==> src/rtl/microwave_control_fsm.sv <==
// Microwave cooking-sequence controller feeding the countdown timer stage.
// Optional cavity lamp behaviour is enabled by defining DOOR_LIGHT_EN.
//
// Ports:
//   clk          in   system clock, rising edge
//   clr          in   synchronous active-high reset
//   key_valid    in   one-cycle pulse, digit on key_digit
//   key_digit    in   BCD digit (10-15 ignored)
//   start, stop  in   one-cycle debounced pulses
//   door_closed  in   level, 1 = closed
//   timer_zero   in   timer reads 0:00
//   timer_data   out  digit forwarded to the timer
//   timer_load_n out  active-low shift-in strobe
//   timer_clr_n  out  active-low timer clear
//   timer_en_n   out  active-low count enable
//   mag_on       out  magnetron enable
//   beep         out  done beeper
//   light        out  cavity lamp (0 unless DOOR_LIGHT_EN)
//   state_dbg    out  IDLE=0 COOK=1 PAUSE=2 DONE=3
module microwave_control_fsm #(
  parameter int BEEP_CYCLES = 8,
  parameter int STATE_W     = 2
) (
  input  logic               clk,
  input  logic               clr,
  input  logic               key_valid,
  input  logic [3:0]         key_digit,
  input  logic               start,
  input  logic               stop,
  input  logic               door_closed,
  input  logic               timer_zero,
  output logic [3:0]         timer_data,
  output logic               timer_load_n,
  output logic               timer_clr_n,
  output logic               timer_en_n,
  output logic               mag_on,
  output logic               beep,
  output logic               light,
  output logic [STATE_W-1:0] state_dbg
);

  localparam int CNT_W =
    (BEEP_CYCLES > 1) ? $clog2(BEEP_CYCLES) : 1;

  typedef enum logic [STATE_W-1:0] {
    IDLE  = STATE_W'(0),
    COOK  = STATE_W'(1),
    PAUSE = STATE_W'(2),
    DONE  = STATE_W'(3)
  } state_t;

  state_t     state;
  state_t     nxt;
  logic       do_load;
  logic       do_clr;
  logic       start_ok;
  logic       key_ok;
  logic [CNT_W-1:0] cnt;

  assign start_ok = start && door_closed
                    && !timer_zero;
  assign key_ok   = key_valid
                    && (key_digit <= 4'd9);
  assign state_dbg = state;

  // Each branch is a priority chain:
  // door open > stop > timer_zero > start > key.
  always_comb begin
    nxt     = state;
    do_load = 1'b0;
    do_clr  = 1'b0;
    unique case (state)
      IDLE: begin
        if (stop)
          do_clr = 1'b1;
        else if (start_ok)
          nxt = COOK;
        else if (key_ok)
          do_load = 1'b1;
      end
      COOK: begin
        if (!door_closed || stop)
          nxt = PAUSE;
        else if (timer_zero)
          nxt = DONE;
      end
      PAUSE: begin
        if (stop) begin
          nxt    = IDLE;
          do_clr = 1'b1;
        end else if (start_ok) begin
          nxt = COOK;
        end
      end
      DONE: begin
        if (!door_closed || stop || start) begin
          nxt    = IDLE;
          do_clr = 1'b1;
        end
      end
      default: nxt = IDLE;
    endcase
  end

  always_ff @(posedge clk) begin
    if (clr) begin
      state        <= IDLE;
      timer_clr_n  <= 1'b0;
      timer_load_n <= 1'b1;
      timer_en_n   <= 1'b1;
      mag_on       <= 1'b0;
      beep         <= 1'b0;
      timer_data   <= 4'd0;
      cnt          <= '0;
    end else begin
      state        <= nxt;
      timer_clr_n  <= !do_clr;
      timer_load_n <= !do_load;
      if (do_load)
        timer_data <= key_digit;
      mag_on       <= (nxt == COOK);
      timer_en_n   <= (nxt != COOK);
      // cnt counts the remaining beep cycles
      // after the entry cycle.
      if (nxt == DONE && state != DONE) begin
        beep <= 1'b1;
        cnt  <= CNT_W'(BEEP_CYCLES - 1);
      end else if (nxt == DONE) begin
        if (cnt != '0)
          cnt <= cnt - 1'b1;
        else
          beep <= 1'b0;
      end else begin
        beep <= 1'b0;
      end
    end
  end

`ifdef DOOR_LIGHT_EN
  always_ff @(posedge clk) begin
    if (clr)
      light <= 1'b0;
    else
      light <= (nxt == COOK) || !door_closed;
  end
`else
  assign light = 1'b0;
`endif

endmodule
==> config.mk <==
export PLATFORM = sky130hd
export DESIGN_NAME = microwave_control_fsm
export DESIGN_NICKNAME = d
export VERILOG_FILES = /design/src/rtl/microwave_control_fsm.sv
export SDC_FILE = /design/constraint.sdc
export NUM_CORES = 1
export LEC_CHECK = 0
export ABC_CLOCK_PERIOD_IN_PS = 1600
export CORE_UTILIZATION = 35
export DETAILED_ROUTE_END_ITERATION = 12
export PLACE_DENSITY_LB_ADDON = 0.25
export SYNTH_ARGS = -nofsm -noshare
export SYNTH_HDL_FRONTEND = slang
export SYNTH_SLANG_ARGS = --single-unit
==> constraint.sdc <==
create_clock -name clk -period 1.6 [get_ports clk]
set_input_delay 0.32 -clock clk [delete_from_list [all_inputs] [get_ports clk]]
set_output_delay 0.32 -clock clk [all_outputs]
set_load 0.05 [all_outputs]
* Yosys cells after proc, flatten, opt, wreduce, memory -nomap -nowiden
Index checks and enable logic that the tools add are counted.
Storage, ports and cells: logic and storage cells 54, register bits 14, input port bits 11, output and inout port bits 12
Operators by class: reduce and logical (&&, ||, !) cells 16, equal/unequal tests 8, add/sub/neg operators 1, multiplexer cells 20, order comparisons 1
Operator list (number):
- $mux 2 | 6
- $mux 1 | 9
- $mux 3 | 3
- $pmux 2 s4 | 1
- $eq 2x2->1 const B | 3
- $eq 2x1->1 const B | 2
- $le 4x4->1 const B | 1
- $logic_and 1x1->1 | 4
- $logic_not 1->1 | 4
- $reduce_bool 2->1 | 2
- $ne 3x3->1 const B | 1
- $reduce_bool 3->1 | 1
- $sub 3x1->3 const B | 1
- $logic_not 2->1 | 1
- $logic_or 1x1->1 | 2
- $ne 2x1->1 const B | 1
- $ne 2x2->1 const B | 1
- $pmux 1 s2 | 1
- $reduce_and 2->1 | 1
- $reduce_or 2->1 | 1

* Logic depth before layout (Yosys ltp)
word-level depth 9, gate-level depth with buffers 6

* Worst setup path before layout
No wires, ideal clock.
kind flip-flop to flip-flop, start point reg state[0] (netlist: state_dbg[0]), end point reg timer_load_n, period minus slack after synthesis 1.564 ns, library setup time 0.123 ns, path slack 0.036 ns, data arrival time 1.441 ns, stages on the path, launching flop included 5, cell sequence dfxtp_1 > buf_6 > nor4b_1 > nand3_2 > or2_2
Between the ends: longest elaborated chain between the ends 3
Ends and longest elaborated chain:
- start, declared | RTL line 52 | state_t state;
- start signal, assigned | RTL line 116 | state <= nxt;
- $logic_not 2->1 | RTL line 72 | unique case (state)
- $mux 1 | RTL line 72
- $logic_not 1->1 | RTL line 118 | timer_load_n <= !do_load;
- end signal, assigned | RTL line 118
- end, declared | RTL line 33 | output logic timer_load_n,
No other way between the ends. A chain may end at the register's enable or synchronous reset.

* Worst setup path in the final report
start point in stop, end point reg cnt[2]
Between the ends: longest elaborated chain between the ends 8, elaborated cells between the ends (all ways) 13, classes of those cells 1 x eq/ne; 6 x mux; 6 x reduce/logical
Ends and longest elaborated chain:
- start, declared | RTL line 29 | input logic stop,
- $logic_or 1x1->1 | RTL line 82, 96
- $logic_or 1x1->1 | RTL line 96 | if (!door_closed || stop || start) begin
- $mux 2 | RTL line 96
- $pmux 2 s4 (*) | RTL line 72
- $eq 2x2->1 (*) | RTL line 125, 128
- $logic_and 1x1->1 | RTL line 125 | if (nxt == DONE && state != DONE) begin
- $reduce_bool 2->1 (no source line)
- $reduce_and 2->1 (no source line)
- end signal, assigned | RTL line 127 | cnt <= CNT_W'(BEEP_CYCLES - 1);
- end signal, assigned | RTL line 130 | cnt <= cnt - 1'b1;
- end, declared | RTL line 58 | logic [CNT_W-1:0] cnt;
Mark *: on every way between the ends. The rest lies on a longest branch, timed or not.

==> reports/summary.txt <==
Die width: 44.9 microns
Most frequent cells in the layout: 18 x buf_4, 14 x dfxtp_1, 10 x clkdlybuf4s50_1
Fmax: 0.659 GHz
WS Path Type: primary input to flip-flop
Number of max-cap violations: 0
Min Tclk post-route: 1.52 ns
# fillers: 171
Dpl ws: -0.199 ns
Sequential Power Share: 53.8%
Largest net degree at the start of global routing: 11
Crit Path Max Fanout: 4
Worst skew pair latency: 0.27 ns
Final hold viol count: 0
Dpl cells: 121
Via density: 4.70
Detailed placement HPWL: 972 microns
Die H: 44.9 microns
Setup Buffers After CTS: 0
Switching power total: 171 uW
Switching share of power: 25.5%
Clock root buffer: clkbuf_4
Mapped Area: 643 sq um
Inserted Diodes: 0
Final setup vio count: 0
CTS Sinks: 14
Leakage: 0.394 nW
Wire per inst: 10.0 microns
Final antenna-violating net count: 0
Initial antenna violation count: 0
CTS Buf Count: 3
First-pass GRT wire length: 2170 microns
Area grow syn2layout: 47.7%
Footprint of the multi-input gates: 333 sq um
Pwr dens: 707 mW/mm^2
Worst VDD drop: 502 uV
Gr ovfl total: 0
Vias: 588
Initial Util: 37.2%
Layout cells sized above 1: 27.0%
Synth unique cells: 28
Pins Over Slew Limit: 0
Setup crit end kind: flip-flop
Mapped Avg Cell Area: 9.19 sq um
Final period util: 94.8%
Outcome: completed
GPL Wtd Cong: 0.764
Initial DRT Pass Iterations: 4
Final instance area: 950 sq um
Wirelength, routed: 1250 microns
P_int: 500 uW
Unrepaired setup endpoints after global routing: yes
Non-Filler Instances: 125
Total GRT Usage: 14.7%
Worst setup margin: 0.0831 ns
Final Skew: 0.00528 ns
CP Launch Type: primary input
# rows: 15
Commonest non-fill, non-tap cell in the layout: buf_4
Hold Path Class: flip-flop to flip-flop
Ports: 23
Gate power share: 18.0%
Post-synthesis sequential area ratio: 43.6%
PostCTS Resize Cnt: 0
Post-layout nets: 115
Post-Synthesis Cells: 70
Worst path required time: 1.75 ns
DRC: 0
Synth Register Bits: 14
Initial DRC count: 5
Setup total negative slack: 0 ns
Arrival @ worst endpoint: 1.67 ns
TritonCTS clock tree: done
Clk pwr share: 28.2%
Hold buffer count at cts: 0
Clk buf depth: 2
I/O Buffers: 21
Reg area: 280 sq um
Core area: 0.00173 sq mm
Synth warn: 0
Clk slew on worst S/H paths: 0.07 ns
# H-tree levels: 1
Vias in the first global route: 509
Syn_nets: 83
Die area: 0.00201 sq mm
Placed Area: 920 sq um
## worst paths after layout
kind	slack, ns	depth (start not counted)	to	start
setup / recovery	0.08	6	cnt[2]$_SDFFE_PP0P_	stop
hold / removal	0.49	1	cnt[0]$_SDFFE_PP0P_	cnt[0]$_SDFFE_PP0P_
setup reg to reg	0.21	3	timer_load_n$_SDFF_PP1_	state_dbg[0]$_SDFF_PP0_
hold reg to reg	0.49	1	cnt[0]$_SDFFE_PP0P_	cnt[0]$_SDFFE_PP0P_
## state kept, by name, summed over array words and instances (netlist names)
register / cells
timer_clr_n: 1
cnt: 3
timer_en_n: 1
mag_on: 1
state_dbg: 2
timer_data: 4
timer_load_n: 1
beep: 1
## per-layer routing
metal,GRT usage [%],wire length [microns]
met5,0,0
met4,9.09,25
met3,2.40,52
met2,21.8,547
met1,19.8,627
## final cells by class
class,instances,share of cell area (%)
well taps,25,3.29
inverters,2,0.791
flip-flops and latches,14,29.5
repair buffers,30,29.0
clock buffers,3,2.37
multi-input cells,51,35.0
## metrics by stage
stage / util [%] / hold slack (ns) / power [mW]
after floorplan: - / 0.403 / 0.435
after global placement: 53.3 / 0.452 / 0.490
after detailed placement: 53.3 / 0.482 / 0.491
after CTS: 54.6 / 0.497 / 0.683
after global routing: 55.0 / 0.534 / 0.702
final: 55.0 / 0.488 / 0.671
## logic make-up (layout without fill, tap and decap cells)
kind of cell             Yosys count  after routing  synth area share [%]
AO/OA/AOI/OAI                     12             12                  12.3
adder cells (fa/ha/maj)            2              2                  3.89
flip-flops                        14             14                  43.6
AND/OR/NAND/NOR                   32             32                  28.8
buffers and inverters              5             35                  4.67
other                              1              1                 0.583
multiplexers                       4              4                  6.23
## power by group through the flow
stage,clock network (mW),logic [mW],registers [mW]
2_1_floorplan,0,0.0379,0.397
3_3_place_gp,0,0.121,0.369
3_5_place_dp,0,0.122,0.370
4_1_cts,0.199,0.122,0.361
5_1_grt,0.210,0.130,0.362
6_report,0.189,0.121,0.361
## synth_stat cells
| cell | instances | share of area, % |
|---|---|---|
| a211oi_1 | 2 | 2.3 |
| mux2i_1 | 4 | 6.2 |
| inv_1 | 2 | 1.2 |
| nor4_1 | 1 | 0.97 |
| ha_1 | 2 | 3.9 |
| clkbuf_1 | 1 | 0.58 |
| nand3b_1 | 1 | 1.2 |
| nand3_1 | 1 | 0.78 |
| or2_2 | 1 | 0.97 |
| o21bai_1 | 1 | 1.2 |
| nand2_1 | 4 | 2.3 |
| conb_1 | 1 | 0.58 |
| nand3_2 | 1 | 1.6 |
| nor4b_1 | 1 | 1.4 |
| o21ai_0 | 2 | 1.6 |
| dfxtp_1 | 14 | 44 |
| nor2b_1 | 4 | 3.9 |
| nor2_1 | 9 | 5.3 |
| buf_4 | 1 | 1.2 |
| or3b_1 | 1 | 1.4 |
| nand2b_1 | 4 | 3.9 |
| and2_1 | 1 | 0.97 |
| o32ai_1 | 1 | 1.4 |
| a211oi_2 | 1 | 1.9 |
| buf_6 | 1 | 1.8 |
| a21oi_1 | 5 | 3.9 |
| and4bb_2 | 1 | 1.9 |
| nor3b_1 | 2 | 2.3 |
## worst max-delay path, cell delays in order
cell	delay (ns)
clkdlybuf4s50_1	0.45
nand2b_1	0.23
and4bb_2	0.36
buf_4	0.12
a21oi_1	0.05
o21bai_1	0.14
No activity file was read; power rests on OpenSTA's default activity.
==> RTL change: new RTL, same settings <==
Add a define of `DOOR_LIGHT_EN`.
--- a/src/rtl/microwave_control_fsm.sv
+++ b/src/rtl/microwave_control_fsm.sv
@@ -17,6 +17,8 @@
 //   beep         out  done beeper
 //   light        out  cavity lamp (0 unless DOOR_LIGHT_EN)
 //   state_dbg    out  IDLE=0 COOK=1 PAUSE=2 DONE=3
+`define DOOR_LIGHT_EN
+
 module microwave_control_fsm #(
   parameter int BEEP_CYCLES = 8,
   parameter int STATE_W     = 2
Behaviour: not the same (Yosys sat finds a counterexample within 4 cycles, from zero or initial values).
==> RTL change against the original RTL <==
Synthesized cell count is 7.1% higher; routed wire length rose by 17%; sequential cell count grew 1; largest power group unchanged; design area is 6.7% higher; non-clock buffer count down 5; critical path type unchanged; worst hold slack better by 0.00081 ns; cell count is 2.4% higher; setup slack improved by 0.0010 ns; register-to-register slack worse by 0.04 ns; synthesized area grew 13%; largest cell class unchanged; die area is 13% higher; highest routed layer is now met3; total power increased by 9.7%; count of clock-buffer cells in the layout rose by 1.
==> RTL change: results (changes against the original RTL) <==
set qor(run_status) {finished clean}
set qor(critical_path_startpoint) {door_closed}
set qor(power.ir.vdd_worst_mv) 0.5556 ;# +11%
set qor(std_cell_rows) 16 ;# +1
set qor(netlist_top_cells_area) {sky130_fd_sc_hd__dfxtp_1, sky130_fd_sc_hd__mux2i_1, sky130_fd_sc_hd__o211a_1}
set qor(r2r_setup_slack_ns) 0.17 ;# -0.04 ns
set qor(fraction_of_area_in_clock_buffers_and_inverters_pct) 2.593 ;# +0.22 points
set qor(worst_hold_path.num_cells) 2 ;# +1
set qor(num-clock-buffers) 4 ;# +1
set qor(ffs_latches_synth) 15 ;# +1
set qor(multi_input_comb_cells) 50 ;# -2.0%
set qor(layout.nonclk_buf_share_pct) 23.46 ;# -5.5 points
set qor(multi_input_area_um2) 386.6 ;# +16%
set qor(synth_top_cells_by_count) {sky130_fd_sc_hd__dfxtp_1, sky130_fd_sc_hd__inv_1, sky130_fd_sc_hd__nor2_1}
set qor(final_layout_size_suffix_gt1_share_pct) 29.70 ;# +2.7 points
set qor(synthesis.nets) 88 ;# +6.0%
set qor(port_buffer_count) 22 ;# +4.8%
set qor(whs_endpoint) {cnt[2]$_SDFFE_PP0P_}
set qor(gp_congestion) 0.7837 ;# +2.5%
set qor(clk_pin_slew_ns) 0.09 ;# +0.02 ns
set qor(ys_seq_area_share_pct) 41.17 ;# -2.4 points
set qor(timing.critical_path.slowest_cell_delay_ns) 0.52 ;# +0.07 ns
set qor(synth_cell_type_count) 32 ;# +14%
set qor(clock_net_power_mw) 0.210 ;# +11%
set qor(sequential_cell_area_um2) 302.8 ;# +8.0%
set qor(finalWorstPathRequiredPeriod_ns) 1.516 ;# -0.001006 ns
set qor(num-nonclk-inverters) 7 ;# +5
set qor(dr_total_vias) 609 ;# +3.6%
set qor(combinationalPowerShare_pct) 18.6 ;# +0.6 points
set qor(power_per_cell_area_nw_per_um2) 726.7 ;# +2.8%
set qor(net-switching-power_mw) 0.1953 ;# +14%
set qor(setup.worst_path.end) {cnt[0]$_SDFFE_PP0P_}
set qor(layout.filler_cells) 203 ;# +19%
set qor(grt.total_usage_pct) 14.20 ;# -0.46 points
set qor(drt_iter0_markers) 11 ;# +6
[RTL change: cell types whose count changed after synthesis, sizes merged, moves of 2 or more]
cell    delta
nor3       +2
o211ai     +3
nand3      -2
a21oi      -3
nor2       -3
a31oi      +2
inv        +5
o211a      +4
[RTL change: stage by stage]
step	utilization [%]	cells	hold WS [ns]	setup TNS, ns
floorplan	-	75	0.4355	0
global placement	50.32	124	0.4675	-1.376
detailed placement	50.32	124	0.4732	-1.682
CTS	51.66	128	0.4911	0
global route	51.66	128	0.5186	0
finish	51.66	128	0.4886	0
[RTL change: cell families after synthesis]
| logic type | synth area share [%] |
|---|---|
| compound gates | 21.44 |
| buf+inv | 5.832 |
| flops | 41.17 |
| simple gates | 22.64 |
| mux | 5.489 |
| fa+ha+maj | 3.430 |
[RTL change: metal layers]
layer	wire length, um	part of all wire (%)	vias to the layer above	GRT usage [%]
li1	-	-	319	-
met3	58	3.9	0	6.792
met5	0	0	-	0
met2	728	50	12	22.47
met1	682	46	278	18.22
met4	0	0	0	1.667
